`config.mk`:
```
export PLATFORM = sky130hd
export DESIGN_NAME = fp_check_fifo
export DESIGN_NICKNAME = d
export VERILOG_FILES = /design/src/rtl/fp_wire_pkg.sv /design/src/rtl/fp_check_fifo.sv
export SDC_FILE = /design/constraint.sdc
export NUM_CORES = 1
export LEC_CHECK = 0
export CELL_PAD_IN_SITES_DETAIL_PLACEMENT = 0
export CELL_PAD_IN_SITES_GLOBAL_PLACEMENT = 1
export CORE_MARGIN = 3
export CORE_UTILIZATION = 49
export CTS_BUF_LIST = sky130_fd_sc_hd__clkbuf_4
export CTS_CLUSTER_DIAMETER = 80
export DETAILED_ROUTE_END_ITERATION = 10
export PLACE_DENSITY = 0.86
export SLEW_MARGIN = 10
export SYNTH_ARGS = -nofsm -noshare
export SYNTH_HDL_FRONTEND = slang
export SYNTH_SLANG_ARGS = --single-unit
```
`constraint.sdc`:
```
create_clock -name clock -period 2.6 [get_ports clock]
set_input_delay 0.52 -clock clock [delete_from_list [all_inputs] [get_ports clock]]
set_output_delay 0.52 -clock clock [all_outputs]
set_load 0.05 [all_outputs]
```
`src/rtl/fp_wire_pkg.sv`:
```
// Shared types for the fp_unit result-checking path: checker FSM states,
// the queued expected-entry layout and the canonical quiet NaN constant.
package fp_wire;

    typedef enum logic [1:0] {
        IDLE  = 2'd0,
        RUN   = 2'd1,
        DRAIN = 2'd2,
        DONE  = 2'd3
    } fp_check_state_type;

    localparam logic [31:0] FP_CANON_NAN = 32'h7FC00000;

    typedef struct packed {
        logic [31:0] result;
        logic [4:0]  flags;
        logic        nanmask;
    } fp_check_entry_type;

    // Counters stick at all-ones instead of wrapping back to zero.
    function automatic logic [31:0] sat_inc(input logic [31:0] value);
        return (value == 32'hFFFFFFFF) ? value : value + 32'd1;
    endfunction

endpackage

```
`src/rtl/fp_check_fifo.sv`:
```
// Synchronous FIFO of expected entries; head is visible combinationally so the
// checker can compare and pop it on the same edge that a result arrives.
module fp_check_fifo
    import fp_wire::*;
#(
    parameter int DEPTH = 4
) (
    input  logic               clock,
    input  logic               reset,
    input  logic               flush,
    input  logic               push,
    input  fp_check_entry_type push_data,
    input  logic               pop,
    output fp_check_entry_type head_data,
    output logic               full,
    output logic               empty,
    output logic [$clog2(DEPTH):0] count
);

    localparam int AW = $clog2(DEPTH);

    fp_check_entry_type mem_reg [DEPTH];
    logic [AW-1:0] wr_ptr_reg;
    logic [AW-1:0] rd_ptr_reg;
    logic [AW:0]   count_reg;
    logic          wr_en;
    logic          rd_en;

    assign full      = (count_reg == (AW+1)'(DEPTH));
    assign empty     = (count_reg == '0);
    assign count     = count_reg;
    assign wr_en     = push && !full;
    assign rd_en     = pop && !empty;
    assign head_data = mem_reg[rd_ptr_reg];

    // Storage carries no reset: a slot is only read after it has been written.
    generate
        for (genvar gi = 0; gi < DEPTH; gi++) begin : g_slot
            always_ff @(posedge clock) begin
                if (wr_en && (wr_ptr_reg == AW'(gi))) begin
                    mem_reg[gi] <= push_data;
                end
            end
        end
    endgenerate

    // Power-of-two depth lets the pointers wrap by plain overflow.
    always_ff @(posedge clock) begin
        if (reset || flush) begin
            wr_ptr_reg <= '0;
            rd_ptr_reg <= '0;
            count_reg  <= '0;
        end else begin
            if (wr_en) begin
                wr_ptr_reg <= wr_ptr_reg + AW'(1);
            end
            if (rd_en) begin
                rd_ptr_reg <= rd_ptr_reg + AW'(1);
            end
            case ({wr_en, rd_en})
                2'b10:   count_reg <= count_reg + (AW+1)'(1);
                2'b01:   count_reg <= count_reg - (AW+1)'(1);
                default: count_reg <= count_reg;
            endcase
        end
    end

endmodule

```
==> flow_summary.toml <==
[yosys]
synth_top_area_share_pct = 76.5
ys.flop_type = "edfxtp_1"
synthTopCellsByArea = "edfxtp_1, mux4_2, dfxtp_1"
yosys.area.top_type = "edfxtp_1"
yosysWarningCount = 0
yosysSeqAreaShare_pct = 79.5
ys_types = 28
postSynthAreaPerCell_sq_um = 23.5
synth_seq_cells = 161
async_flop_share_pct = 0
synth_fp_nets = 303
synthCells = 254
syn_area_sq_um = 5970
yosysMostFrequentCell = "edfxtp_1"
synth_edf_count = 152
yosys-top-cells-count = "edfxtp_1, mux4_2, dfxtp_1"

[timing]
skew_ns = 0.0207
min_period_ns = 2.44
slew_headroom_pct = 65.0
worst_pin_slew_ns = 0.524
fin_crit_sh_pct = 93.9
setup_viol = 0
hold_viol = 0
fmax_mhz = 410
drv_slew = 0
rsz0062_at_grt = "false"

[die]
die_y_microns = 116
initial_core_util_pct = 51.2
core_sq_um = 11700
ios = 86
die_w_microns = 116
std_cell_rows = 39
die_area_sq_um = 13500

[flow_run]
max_cap_violations = 0

[power_and_ir_drop]
max-vdd-ir-drop_mv = 0.292
p_leak_nw = 2.46
power_density_nw_per_um2 = 646

[worst_setup_path]
critPathMaxStageDelay_ns = 0.59
path_class = "register to primary output"
cp_slowest_cell = "mux4_2"
worstSetupEndpointType = "primary output"
path_buf_inv = 2
crit_required_ns = 2.08
crit_family = "multiplexers"
start_kind = "register"
worstPathMaxFanout = 18
critPathArrivalTime_ns = 1.92
crit_path_cell_trace = "buf_8, mux4_2, buf_12"

[status]
status = "completed"

[layout]
drive_gt1_share_pct = 35.4
syn_to_final_growth_pct = 25.8
antenna_cells = 0
fill_cells = 782
fin_nets = 410
largest_reg_flops = 152
final_util_pct = 64.4
design_area_sq_um = 7510

[place]
portBuffers = 85
gp_congestion = 0.700
placed_cell_area_sq_um = 7220
hpwlAfterDp_microns = 6290

[clock_network]
clk_latency_ns = 0.53
root_buffer = "clkbuf_4"
numCtsBuffers = 17
cts_htree_levels = 4
postCtsSetupRepairBufs = 0
cts_tree = "done"
clk_pin_slew_ns = 0.13
cts_max_path_buffers = 2
hold_buffers = 0
cts_sinks = 161

[drt]
drt-wirelength-per-cell_microns = 19.8
finalWirelength_microns = 10200
ant_nets = 0
num_vias = 2815
dr.pass1.iters = 4
vias_per_cell = 5.46
drc = 0
drt_iter0_markers = 220

[min_path]
worstHoldPathType = "register to register"

[grt]
grt_pass1_vias = 3004
grt_pass1_wl_microns = 15800
grtUsageTotal_pct = 16.1
antenna_found_initial = 0
grt_max_degree = 39
grt_remaining_overflow = 0
metal layers:
| metal | track usage [%] | vias to the layer above | routed length [microns] |
|---|---|---|---|
| li1 | - | 1273 | - |
| met1 | 21.3 | 1441 | 4250 |
| met2 | 25.2 | 88 | 5090 |
| met3 | 5.39 | 13 | 728 |
| met4 | 6.34 | 0 | 145 |
| met5 | 0 | - | 0 |
cell families (layout without fill, tap and decap cells):
group	count (synthesis)	in the layout	synth area share, %
flip-flops	161	161	79.5
multiplexers	38	38	14.3
AND/OR/NAND/NOR	20	20	2.06
buffers and inverters	17	136	1.36
AO/OA/AOI/OAI	10	10	1.03
adder cells (fa/ha/maj)	6	6	1.38
XOR/XNOR	2	2	0.294
cell usage in the layout (no fill, tap or decap), types with 2 or more instances in the layout:
| cell | n |
|---|---|
| edfxtp_1 | 152 |
| clkdlybuf4s50_1 | 45 |
| mux4_2 | 38 |
| buf_4 | 29 |
| buf_12 | 22 |
| clkbuf_4 | 19 |
| inv_1 | 7 |
| ha_1 | 5 |
| clkinvlp_4 | 5 |
| and3_2 | 4 |
| o21ai_0 | 4 |
| a21oi_1 | 4 |
| nor2_1 | 4 |
| dfxtp_2 | 4 |
| dfxtp_1 | 4 |
| clkinv_1 | 3 |
| nand2_1 | 2 |
| xor2_1 | 2 |
| clkinv_2 | 2 |
| bufinv_16 | 2 |
worst register-to-register path: cells and delay by family (launching register included):
kind	cells	cell delay (ns)
flip-flops	1	0.41
buffers and inverters	2	0.10
AO/OA/AOI/OAI	1	0.14
XOR/XNOR	1	0.16
adder cells (fa/ha/maj)	2	0.53
AND/OR/NAND/NOR	3	0.96
path summary, 6_finish.rpt:
check / start / end / slack, ns / depth (start not counted)
hold / removal: rd_ptr_reg[0] / rd_ptr_reg[0] / 0.51 / 2
hold reg to reg: rd_ptr_reg[0] / rd_ptr_reg[0] / 0.51 / 2
setup / recovery: register / head_data[15] / 0.16 / 3
setup reg to reg: count[2] / count[2] / 0.23 / 9
per-stage QoR:
| stage | setup WS [ns] | hold slack (ns) | TNS [ns] | power (mW) | cells |
|---|---|---|---|---|---|
| after floorplan | 0.0365 | 0.459 | 0 | 3.27 | 254 |
| after global placement | 0.0647 | 0.473 | 0 | 3.53 | 485 |
| after detailed placement | -0.0239 | 0.490 | -0.0239 | 3.54 | 485 |
| after CTS | 0.00404 | 0.506 | 0 | 4.89 | 516 |
| after global routing | 0.0144 | 0.544 | 0 | 5.02 | 516 |
| final | 0.159 | 0.505 | 0 | 4.85 | 516 |
layout make-up:
type                       count  area [sq um]  share of cell area (%)
clock buffer                  19           143                    1.90
timing repair buffer          98          1140                    15.1
sequential                   161          4750                    63.3
multi-input combinational     76          1150                    15.3
inverter                       7          26.3                   0.350
tap                          143           179                    2.38
clock inverter                12           119                    1.58
report_power, final:
group / leakage [nW] / switching (mW) / internal, mW / total (mW)
clock network: 0.129 / 0.802 / 0.572 / 1.37
registers: 1.47 / 0.0171 / 2.90 / 2.92
logic: 0.859 / 0.312 / 0.247 / 0.559
total: 2.46 / 1.13 / 3.72 / 4.85
timing repair:
| item | in CTS | in global routing |
|---|---|---|
| setup endpoints to repair | 18 | 18 |
| endpoints found under the hold margin | 0 | 0 |
| gates resized for setup | 2 | 6 |
Power figures use the tool's default switching activity.
